==> src/rtl/pc_pkg.sv <==
// rtl/pc_pkg.sv - shared types and defaults for the program-counter generator
package pc_pkg;

    localparam int PC_XLEN_DEFAULT = 32;
    localparam int PC_STEP_DEFAULT = 4;

    typedef enum logic [1:0] {
        PC_BOOT,
        PC_RUN,
        PC_HALT
    } pc_state_e;

    typedef enum logic [2:0] {
        SRC_HOLD,
        SRC_SEQ,
        SRC_REDIRECT,
        SRC_TRAP,
        SRC_RAS,
        SRC_RESET
    } pc_src_e;

endpackage

==> src/rtl/pc_ras.sv <==
// rtl/pc_ras.sv - circular return-address stack; push when full overwrites the oldest entry
module pc_ras #(
    parameter int WIDTH = 32,
    parameter int DEPTH = 4
) (
    input  logic             clk,
    input  logic             rst,
    input  logic             push,
    input  logic             pop,
    input  logic             replace,
    input  logic [WIDTH-1:0] push_data,
    output logic [WIDTH-1:0] top_data,
    output logic             empty,
    output logic             full
);

    localparam int PTR_W = $clog2(DEPTH);
    localparam int CNT_W = $clog2(DEPTH + 1);

    logic [WIDTH-1:0] mem_q [DEPTH];
    logic [WIDTH-1:0] mem_d [DEPTH];
    logic [PTR_W-1:0] wptr_q, wptr_d, top_ptr;
    logic [CNT_W-1:0] count_q, count_d;

    assign top_ptr  = wptr_q - PTR_W'(1);
    assign top_data = mem_q[top_ptr];
    assign empty    = (count_q == '0);
    assign full     = (count_q == CNT_W'(DEPTH));

    // A replace on an empty stack still has to record the return address, so it degrades to a push.
    always_comb begin
        mem_d   = mem_q;
        wptr_d  = wptr_q;
        count_d = count_q;
        if (replace && !empty) begin
            mem_d[top_ptr] = push_data;
        end else if (push || replace) begin
            mem_d[wptr_q] = push_data;
            wptr_d        = wptr_q + PTR_W'(1);
            if (!full) begin
                count_d = count_q + CNT_W'(1);
            end
        end else if (pop && !empty) begin
            wptr_d  = top_ptr;
            count_d = count_q - CNT_W'(1);
        end
    end

    always_ff @(posedge clk or posedge rst) begin
        if (rst) begin
            wptr_q  <= '0;
            count_q <= '0;
            for (int i = 0; i < DEPTH; i++) begin
                mem_q[i] <= '0;
            end
        end else begin
            wptr_q  <= wptr_d;
            count_q <= count_d;
            mem_q   <= mem_d;
        end
    end

endmodule

==> src/rtl/sum_unit.sv <==
// rtl/sum_unit.sv - width-parametrised modulo adder used for the sequential PC step
module sum_unit #(
    parameter int WIDTH = 32
) (
    input  logic [WIDTH-1:0] a,
    input  logic [WIDTH-1:0] b,
    output logic [WIDTH-1:0] sum
);

    assign sum = a + b;

endmodule

==> src/rtl/pc_gen.sv <==
// rtl/pc_gen.sv - fetch PC generator with stall/redirect/trap/halt; return-address stack under PC_RAS_EN
module pc_gen
    import pc_pkg::*;
#(
    parameter int              XLEN         = PC_XLEN_DEFAULT,
    parameter logic [XLEN-1:0] RESET_VECTOR = '0,
    parameter int              STEP         = PC_STEP_DEFAULT,
    parameter int              RAS_DEPTH    = 4
) (
    input  logic            clk,
    input  logic            rst,
    input  logic            stall,
    input  logic            halt_req,
    input  logic            redirect_valid,
    input  logic [XLEN-1:0] redirect_target,
    input  logic            call,
    input  logic            ret,
    input  logic            trap_valid,
    input  logic [XLEN-1:0] trap_vector,
    output logic [XLEN-1:0] pc_out,
    output logic [XLEN-1:0] pc_next,
    output logic            pc_valid,
    output logic            misaligned,
    output logic            ras_underflow
);

    localparam logic [XLEN-1:0] STEP_W     = XLEN'(STEP);
    localparam logic [XLEN-1:0] ALIGN_MASK = XLEN'(STEP - 1);

    pc_state_e       state_q, state_d;
    logic [XLEN-1:0] pc_q, pc_d;
    logic            pc_valid_q, pc_valid_d;
    logic            misaligned_q, misaligned_d;
    logic            ras_underflow_q, ras_underflow_d;
    logic [XLEN-1:0] pc_plus_step;
    logic            target_aligned;
    pc_src_e         pc_src;

    sum_unit #(.WIDTH(XLEN)) u_sum (
        .a   (pc_q),
        .b   (STEP_W),
        .sum (pc_plus_step)
    );

    assign target_aligned = ((redirect_target & ALIGN_MASK) == '0);

`ifdef PC_RAS_EN
    logic            ras_push, ras_pop, ras_replace, ras_empty;
    logic            unused_ras_full;
    logic [XLEN-1:0] ras_top;

    pc_ras #(.WIDTH(XLEN), .DEPTH(RAS_DEPTH)) u_ras (
        .clk       (clk),
        .rst       (rst),
        .push      (ras_push),
        .pop       (ras_pop),
        .replace   (ras_replace),
        .push_data (pc_plus_step),
        .top_data  (ras_top),
        .empty     (ras_empty),
        .full      (unused_ras_full)
    );
`else
    localparam int unused_ras_depth = RAS_DEPTH;
    logic unused_ras;
    assign unused_ras = call | ret;
`endif

    always_comb begin
        state_d         = state_q;
        misaligned_d    = 1'b0;
        ras_underflow_d = 1'b0;
        pc_src          = SRC_HOLD;
`ifdef PC_RAS_EN
        ras_push    = 1'b0;
        ras_pop     = 1'b0;
        ras_replace = 1'b0;
`endif
        unique case (state_q)
            PC_BOOT: begin
                pc_src  = SRC_RESET;
                state_d = PC_RUN;
            end
            PC_RUN: begin
                if (trap_valid) begin
                    pc_src = SRC_TRAP;
                end else if (redirect_valid) begin
                    if (target_aligned) begin
                        pc_src = SRC_REDIRECT;
`ifdef PC_RAS_EN
                        if (call && ret) begin
                            ras_replace = 1'b1;
                        end else if (call) begin
                            ras_push = 1'b1;
                        end
`endif
                    end else begin
                        misaligned_d = 1'b1;
                    end
                end else if (halt_req) begin
                    state_d = PC_HALT;
`ifdef PC_RAS_EN
                end else if (ret && !ras_empty) begin
                    pc_src  = SRC_RAS;
                    ras_pop = 1'b1;
                end else if (ret) begin
                    ras_underflow_d = 1'b1;
                    pc_src          = stall ? SRC_HOLD : SRC_SEQ;
`endif
                end else if (!stall) begin
                    pc_src = SRC_SEQ;
                end
            end
            PC_HALT: begin
                if (trap_valid) begin
                    pc_src  = SRC_TRAP;
                    state_d = PC_RUN;
                end else if (redirect_valid) begin
                    if (target_aligned) begin
                        pc_src  = SRC_REDIRECT;
                        state_d = PC_RUN;
                    end else begin
                        misaligned_d = 1'b1;
                    end
                end
            end
            default: begin
                state_d = PC_BOOT;
            end
        endcase

        pc_d = pc_q;
        unique case (pc_src)
            SRC_SEQ:      pc_d = pc_plus_step;
            SRC_REDIRECT: pc_d = redirect_target;
            SRC_TRAP:     pc_d = trap_vector;
            SRC_RESET:    pc_d = RESET_VECTOR;
`ifdef PC_RAS_EN
            SRC_RAS:      pc_d = ras_top;
`endif
            default:      pc_d = pc_q;
        endcase

        pc_valid_d = (state_d == PC_RUN);
    end

    always_ff @(posedge clk or posedge rst) begin
        if (rst) begin
            state_q         <= PC_BOOT;
            pc_q            <= RESET_VECTOR;
            pc_valid_q      <= 1'b0;
            misaligned_q    <= 1'b0;
            ras_underflow_q <= 1'b0;
        end else begin
            state_q         <= state_d;
            pc_q            <= pc_d;
            pc_valid_q      <= pc_valid_d;
            misaligned_q    <= misaligned_d;
            ras_underflow_q <= ras_underflow_d;
        end
    end

    assign pc_out        = pc_q;
    assign pc_next       = pc_d;
    assign pc_valid      = pc_valid_q;
    assign misaligned    = misaligned_q;
    assign ras_underflow = ras_underflow_q;

endmodule

==> config.mk <==
export PLATFORM = sky130hd
export DESIGN_NAME = pc_gen
export DESIGN_NICKNAME = d
export VERILOG_FILES = /design/src/rtl/pc_pkg.sv /design/src/rtl/pc_ras.sv /design/src/rtl/sum_unit.sv /design/src/rtl/pc_gen.sv
export SDC_FILE = /design/constraint.sdc
export NUM_CORES = 1
export LEC_CHECK = 0
export ABC_AREA = 1
export CAP_MARGIN = 30
export CORE_UTILIZATION = 44
export DETAILED_ROUTE_END_ITERATION = 10
export PLACE_DENSITY_LB_ADDON = 0.12
export SYNTH_ARGS = -nofsm -noshare
export SYNTH_HDL_FRONTEND = slang
export SYNTH_SLANG_ARGS = --single-unit
==> constraint.sdc <==
create_clock -name clk -period 5.2 [get_ports clk]
set_clock_uncertainty 0.15 [all_clocks]
set_input_delay 1.04 -clock clk [delete_from_list [all_inputs] [get_ports clk]]
set_output_delay 1.04 -clock clk [all_outputs]
set_load 0.1 [all_outputs]
Yosys cells after proc, flatten, opt, wreduce, memory -nomap -nowiden
Cells that the tools add are included.
Widths: inputs -> output; s select.
{ "classes": {"muxes": 20, "n_addsub": 1, "n_reduce_logical": 3, "eq_ne": 7} }
{ "op_table": {"columns": ["cell", "n"], "rows": [
  ["$pmux 32 s4", 1],
  ["$add 32x3->32 const B", 1],
  ["$logic_not 32->1", 1],
  ["$mux 2", 7],
  ["$mux 3", 4],
  ["$pmux 3 s3", 1],
  ["$eq 3x2->1 const B", 2],
  ["$mux 1", 6],
  ["$pmux 2 s3", 1],
  ["$eq 2x1->1 const B", 2],
  ["$eq 3x1->1 const B", 1],
  ["$eq 3x3->1 const B", 1],
  ["$eq 2x2->1 const B", 1],
  ["$logic_not 2->1", 1],
  ["$reduce_or 2->1", 1]
]} }
{ "totals": {"output_inout_bits": 67, "reg_bits": 36, "elab_cells": 35} }

Logic depth before layout (Yosys ltp)
Gate-level depths: netlist (run 1).
{ "logic_depth": {"depth_word": 7, "ltp_mapped": 11, "depth_no_buf": 11} }

Cells and area by module
From an unflattened synthesis (run 1), not the netlist that was laid out.
{ "unflattened": {"cells_unflattened": 752, "area_unflattened_um2": 4409.2} }
{ "modules_own_cells": {"columns": ["mod", "n_inst", "seq_area_each_um2", "area_per_inst_um2", "cells_each"], "rows": [
  ["sum_unit", 1, 0.0, 2323.5, 491],
  ["pc_gen", 1, 900.9, 2085.8, 261]
]} }

Least setup slack after synthesis (run 1)
OpenSTA, ideal clock, no wires.
{ "synth_timing": {"path_kind": "register to output", "start": "register pc_q[2], in the netlist pc_out[2]", "end": "output port pc_next[22]", "t_arrival_ns": 2.987, "path_stages_with_launch": 9, "setup_slack_ns": 1.023, "path_buffers": 0, "cell_sequence": "dfrtp_1 ha_1 nand2_1 nor2_2 nand2_2 nor2_1 nand4_1 nand3_1 nand4_1"} }
{ "synth_via": {"elab_chain_len": 2} }
{ "synth_rtl": {"columns": ["element", "line_no", "source"], "rows": [
  ["start, declared", "pc_gen.sv:31", "logic [XLEN-1:0] pc_q, pc_d;"],
  ["start signal, assigned", "pc_gen.sv:156", "pc_q <= pc_d;"],
  ["$add 32x3->32", "sum_unit.sv:10", "assign sum = a + b;"],
  ["$pmux 32 s4", "pc_gen.sv:133", "unique case (pc_src)"],
  ["end, declared", "pc_gen.sv:21", "output logic [XLEN-1:0] pc_next,"]
]} }
Every way passes these cells.

Final worst setup path (run 1)
{ "layout_timing": {"start": "input port redirect_target[0]", "end": "output port pc_next[5]"} }
{ "layout_via": {"elab_chain_len": 7} }
{ "layout_rtl": {"columns": ["element", "line_no", "source"], "rows": [
  ["start, declared", "pc_gen.sv:15", "input logic [XLEN-1:0] redirect_target,"],
  ["$logic_not 32->1 (*)", "pc_gen.sv:45", "assign target_aligned = ((redirect_target & ALIGN_MASK) == '0);"],
  ["$mux 2 (*)", "pc_gen.sv:88, pc_gen.sv:119", null],
  ["$mux 3 (on tied branches)", "pc_gen.sv:118, pc_gen.sv:87", null],
  ["$mux 3 (on tied branches)", "pc_gen.sv:115, pc_gen.sv:85", null],
  ["$pmux 3 s3 (*)", "pc_gen.sv:79", "unique case (state_q)"],
  ["$eq 3x3->1, or another cell as far along", "pc_gen.sv:133", null],
  ["$pmux 32 s4 (*)", "pc_gen.sv:133", null]
]} }
Every way passes the cells marked *; elsewhere a longest branch is shown, timed or not.

==> results of run 1 <==
## final cells by class
cell class,instances,area [um^2],area share
Clock buffer,6,72.57,0.01584
Clock inverter,1,5.005,0.001092
Inverter,37,138.9,0.03031
Multi-Input combinational cell,347,1654,0.3610
Sequential cell,36,900.9,0.1966
Tap cell,75,93.84,0.02048
Timing Repair Buffer,141,1717,0.3747
## registers in the layout (all words and copies together), names as in the netlist
name,flops
state_q,2
misaligned,1
pc_valid,1
pc_out,32
## routing by layer
| metal | global-route usage | share of wire |
|---|---|---|
| met2 | 0.5708 | 0.51 |
| met1 | 0.3466 | 0.42 |
| met3 | 0.05778 | 0.052 |
| met5 | 0 | 0 |
| met4 | 0.1053 | 0.016 |
## cell families (layout without fill, tap and decap cells)
| group | after synthesis | count (layout) | synth area share |
|---|---|---|---|
| and+or+nand+nor | 320 | 320 | 0.5110 |
| buffers and inverters | 53 | 185 | 0.08397 |
| DFF | 36 | 36 | 0.3233 |
| AOI/OAI and AO/OA | 12 | 12 | 0.02963 |
| xor gates and xnor gates | 9 | 9 | 0.02829 |
| adders and majority gates | 5 | 5 | 0.02245 |
| other | 1 | 1 | 0.001346 |
## final timing paths
path | slack (ps) | cells past startpoint | to | start
worst max register to register | 2710 | 11 | pc_out[5] | state_q[1]
min in group asynchronous | 1030 | 3 | pc_out[26] | rst
max in group asynchronous | 3530 | 3 | pc_out[11] | rst
worst min register to register | 420 | 2 | pc_out[0] | pc_out[0]
worst min-delay path | 420 | 2 | pc_out[0] | pc_out[0]
worst max-delay path | 750 | 11 | pc_next[5] | redirect_target[0]
## stage by stage
step	instances	setup slack (ps)	hold slack, ps
3_5_place_dp	636	775.7	399.5
5_1_grt	643	608.3	454.6
2_1_floorplan	436	1023	459.7
6_report	643	750.3	417.2
4_1_cts	643	762.3	420.5
3_3_place_gp	636	846.7	387.8
## critical path, delay by kind of cell
family        cells  cell delay (ps)
buf+inv           3             1000
simple gates      8             1190
## layout by cell type, fill, tap and decap left out
cell type	instances
clkbuf_1	1
nand2_1	158
nand4_1	28
ha_1	5
nor2_2	4
clkbuf_8	5
a21oi_2	1
o21ai_0	3
conb_1	1
inv_2	2
o21bai_1	2
o32ai_1	1
clkinv_2	1
xnor2_1	6
a22oi_1	4
a21oi_1	1
nand3_1	66
nand3_2	3
buf_4	6
xor2_1	3
dfrtp_1	36
nor2_1	47
buf_12	32
nand2_2	1
nor2_4	1
nor3_1	1
and2_1	2
inv_1	35
or2_2	5
nand3b_1	4
clkdlybuf4s50_1	103
==> flow_metrics.env, run 1 <==
export IMPL_status="finished clean"
export IMPL_yosysSeqAreaShare=0.3233
export IMPL_die_h_um=81.58
export IMPL_synth_top_cell_by_area="dfrtp_1"
export IMPL_drv_slew=0
export IMPL_yosys_warnings=0
export IMPL_worst_setup_path_end_kind="output port"
export IMPL_crit_arrival_ps=3260
export IMPL_antenna_left=0
export IMPL_grt_pass1_wl_um=15430
export IMPL_die_area_mm2=0.006655
export IMPL_synth_edff_count=0
export IMPL_post_drt_wl_per_cell_um=15.50
export IMPL_synth_cell_type_count=29
export IMPL_finalCriticalPeriod_ps=4450
export IMPL_synth_top_cell_area_share=0.3233
export IMPL_synth_cells=436
export IMPL_insertion_delay_ps=290
export IMPL_cts_htree_levels=2
export IMPL_max_freq_mhz=224.7
export IMPL_clockBufferDepth=2
export IMPL_timing_max_cap_violations=0
export IMPL_clk_pin_slew_ps=80
export IMPL_path_cells="clkdlybuf4s50_1, nor2_1, nand2_1, nand2_1, nand2_1, nand3_2, nor2_2, buf_4, nand3_1, nand4_1, buf_12"
export IMPL_post_cts_buffers=0
export IMPL_wirelength_um=9964
export IMPL_vias=3462
export IMPL_hpwl_um=7688
export IMPL_critPathMaxFanout=30
export IMPL_row_count=28
export IMPL_synth_area_leaders="dfrtp_1 (32%), nand2_1 (21%), nand3_1 (12%), nor2_1 (6.5%), nand4_1 (6.3%)"
export IMPL_tightestPinTransition_ps=997.9
export IMPL_period_share=0.8557
export IMPL_fin_util=0.7604
export IMPL_grt_antenna_before_repair=0
export IMPL_path_class="input pin to output port"
export IMPL_placed_cell_area_mm2=0.004504
export IMPL_initial_core_util=0.4624
export IMPL_setup_viol=0
export IMPL_synth_nets=513
export IMPL_ys_async_sr_fraction=1.000
export IMPL_drt_pass1_iter_count=4
export IMPL_hold_violations=0
export IMPL_avgSynthCellArea_um2=6.391
export IMPL_netlist_area_mm2=0.002786
export IMPL_synth_main_ff_cell="dfrtp_1"
export IMPL_antennaDiodeCount=0
export IMPL_nFillCells=454
export IMPL_cts_hold_buf=0
export IMPL_post_drt_via_cell_ratio=5.384
export IMPL_grtUsageTotal=0.3066
export IMPL_crit_slowest_cell="clkdlybuf4s50_1"
export IMPL_drtIter0Drc=137
export IMPL_numCtsBuffers=5
export IMPL_gp_congestion=0.8933
export IMPL_drive_gt1_frac=0.1074
export IMPL_crit_required_ps=4010
export IMPL_nNetsFinal=645
export IMPL_clock_sinks=36
export IMPL_synth_top_cells_by_count="nand2_1 (158), nand3_1 (66), nor2_1 (48), dfrtp_1 (36), inv_1 (35)"
export IMPL_overflow=0
export IMPL_grt_start_max_net_pins=37
export IMPL_core_mm2=0.006026
export IMPL_worstHoldPathType="flop to flop"
export IMPL_grt_pass1_vias=3273
export IMPL_pin_count=139
export IMPL_synthMostInstantiatedCell="nand2_1"
export IMPL_final_area_mm2=0.004582
export IMPL_cts_resized=0
export IMPL_start_kind="input pin"
export IMPL_die_width_um=81.58
export IMPL_area_growth_pct=64.44
export IMPL_grt_setup_unrepaired="no"
export IMPL_ys_ff_latch=36
export IMPL_setup_tns_ps=0
export IMPL_cp_common_cell="nand2_1"
export IMPL_critPathMaxStageDelay_ps=460
export IMPL_cts_root_buf="clkbuf_8"
export IMPL_cts_tree="built"
export IMPL_drc=0
export IMPL_slew_headroom=0.3327
export IMPL_numPortBuffers=135
Power of run 1 is left out: the tool's default activity adds up to more than one toggle a clock period on the data nets, which glitch-free logic cannot reach.
==> run 2, diff against run 1 <==
==> constraint.sdc (replaced) <==
create_clock -name clk -period 5.4 [get_ports clk]
set_clock_uncertainty 0.15 [all_clocks]
set_input_delay 1.08 -clock clk [delete_from_list [all_inputs] [get_ports clk]]
set_output_delay 1.08 -clock clk [all_outputs]
set_load 0.1 [all_outputs]
==> run 2 against run 1 <==
First-iteration DRC count rose by 23%. Non-clock buffer count is 1 lower. Sequential share of layout area hardly changed. Design area increased by 0.19%. Die area unchanged. Register-to-register slack better by 120 ps. Via count shrank 0.69%. Flip-flop and latch count did not move. Largest cell class unchanged.
==> flow_metrics.env, run 2 (same netlist as run 1, synthesis figures left out) <==
export IMPL_grtUsageTotal=0.3019
export IMPL_crit_arrival_ps=3370
export IMPL_r2r_start="state_q[1]"
export IMPL_nFillCells=462
export IMPL_clk_pin_slew_ps=70
export IMPL_drive_gt1_frac=0.1074
export IMPL_drt_pass1_iter_count=5
export IMPL_die_area_mm2=0.006655
export IMPL_initial_core_util=0.4624
export IMPL_wirelength_um=9762
export IMPL_grt_pass1_wl_um=15390
export IMPL_overflow=0
export IMPL_startpoint="redirect_target[0]"
export IMPL_clock_sinks=36
export IMPL_timing_max_cap_violations=0
export IMPL_seq_area_um2=900.9
export IMPL_drtIter0Drc=168
export IMPL_slew_headroom=0.3268
export IMPL_tightestPinTransition_ps=1007
export IMPL_critPathMaxFanout=18
export IMPL_clockBufferDepth=2
export IMPL_grt_pass1_vias=3249
export IMPL_setup_tns_ps=0
export IMPL_start_kind="input pin"
export IMPL_drc=0
export IMPL_path_cells="clkdlybuf4s50_1, nor2_1, nand2_1, nand2_1, nand2_1, nor2_2, buf_4, a22oi_1, nand3_1, buf_12"
export IMPL_grt_setup_unrepaired="no"
export IMPL_cts_root_buf="clkbuf_8"
export IMPL_gp_congestion=0.8892
export IMPL_numCtsBuffers=5
export IMPL_reg2reg_depth=9
export IMPL_largest_register_ffs=32
export IMPL_grt_antenna_before_repair=0
export IMPL_die_h_um=81.58
export IMPL_worst_setup_path_end_kind="output port"
export IMPL_cts_resized=0
export IMPL_hp_start="pc_out[1]"
export IMPL_post_cts_buffers=0
export IMPL_nNetsFinal=644
export IMPL_status="finished clean"
export IMPL_antenna_left=0
export IMPL_final_cell_mix="nand2_1 (158), clkdlybuf4s50_1 (103), nand3_1 (66), nor2_1 (47), dfrtp_1 (36)"
export IMPL_cts_htree_levels=2
export IMPL_multi_input_area_mm2=0.001654
export IMPL_numPortBuffers=135
export IMPL_fin_util=0.7618
export IMPL_row_count=28
export IMPL_core_mm2=0.006026
export IMPL_pin_count=139
export IMPL_cts_hold_buf=0
export IMPL_path_class="input pin to output port"
export IMPL_critPathMaxStageDelay_ps=530
export IMPL_whs_path_depth=2
export IMPL_hold_violations=0
export IMPL_period_share=0.8510
export IMPL_cp_common_cell="nand2_1"
export IMPL_drv_slew=0
export IMPL_cts_tree="built"
export IMPL_vias=3438
export IMPL_hpwl_um=7405
export IMPL_crit_required_ps=4170
export IMPL_setup_viol=0
export IMPL_die_width_um=81.58
export IMPL_antennaDiodeCount=0
export IMPL_layout_commonest_cell="nand2_1"
export IMPL_post_drt_wl_per_cell_um=15.18
export IMPL_insertion_delay_ps=300
export IMPL_max_freq_mhz=217.6
export IMPL_crit_slowest_cell="nor2_2"
export IMPL_grt_start_max_net_pins=37
export IMPL_finalCriticalPeriod_ps=4595
export IMPL_area_growth_pct=64.75
export IMPL_worstHoldPathType="flop to flop"
export IMPL_post_drt_via_cell_ratio=5.347
-- run 2: through the flow --
stage          cells  hold slack [ps]  area [um^2]  setup slack [ps]
2_1_floorplan    436            459.7         2786              1183
3_3_place_gp     635            388.0         4497             850.1
3_5_place_dp     635            442.7         4497             810.9
4_1_cts          643            460.4         4591             811.3
5_1_grt          643            496.9         4591             661.5
6_report         643            457.2         4591             804.6
-- run 2: worst paths after layout --
path | to | slack [ps]
max reg2reg | pc_out[27] | 2830
min in group asynchronous | pc_out[26] | 1050
min reg2reg | pc_out[1] | 460
max in group asynchronous | pc_out[19] | 3700
max | pc_next[20] | 800
min | pc_out[1] | 460
-- run 2: critical path, delay by kind of cell --
kind / cells / cell delay [ps]
AOI/OAI and AO/OA: 1 / 130
and+or+nand+nor: 6 / 1190
buffers and inverters: 3 / 940
-- run 2: metal layers --
| layer | track usage | vias to the layer above | share of wire |
|---|---|---|---|
| met5 | 0 | - | 0 |
| li1 | - | 1682 | - |
| met3 | 0.04333 | 10 | 0.069 |
| met4 | 0.07895 | 0 | 0.010 |
| met1 | 0.3638 | 1594 | 0.42 |
| met2 | 0.5567 | 152 | 0.50 |
-- run 2: area by class of cell --
type	instances	share of cell area
repair buffers	140	0.3723
multi-input cells	347	0.3603
flip-flops and latches	36	0.1962
inverters	37	0.03025
well taps	75	0.02044
clock buffers	7	0.01881
clock inverters	1	0.001635
Power of run 2 is left out for the same reason.
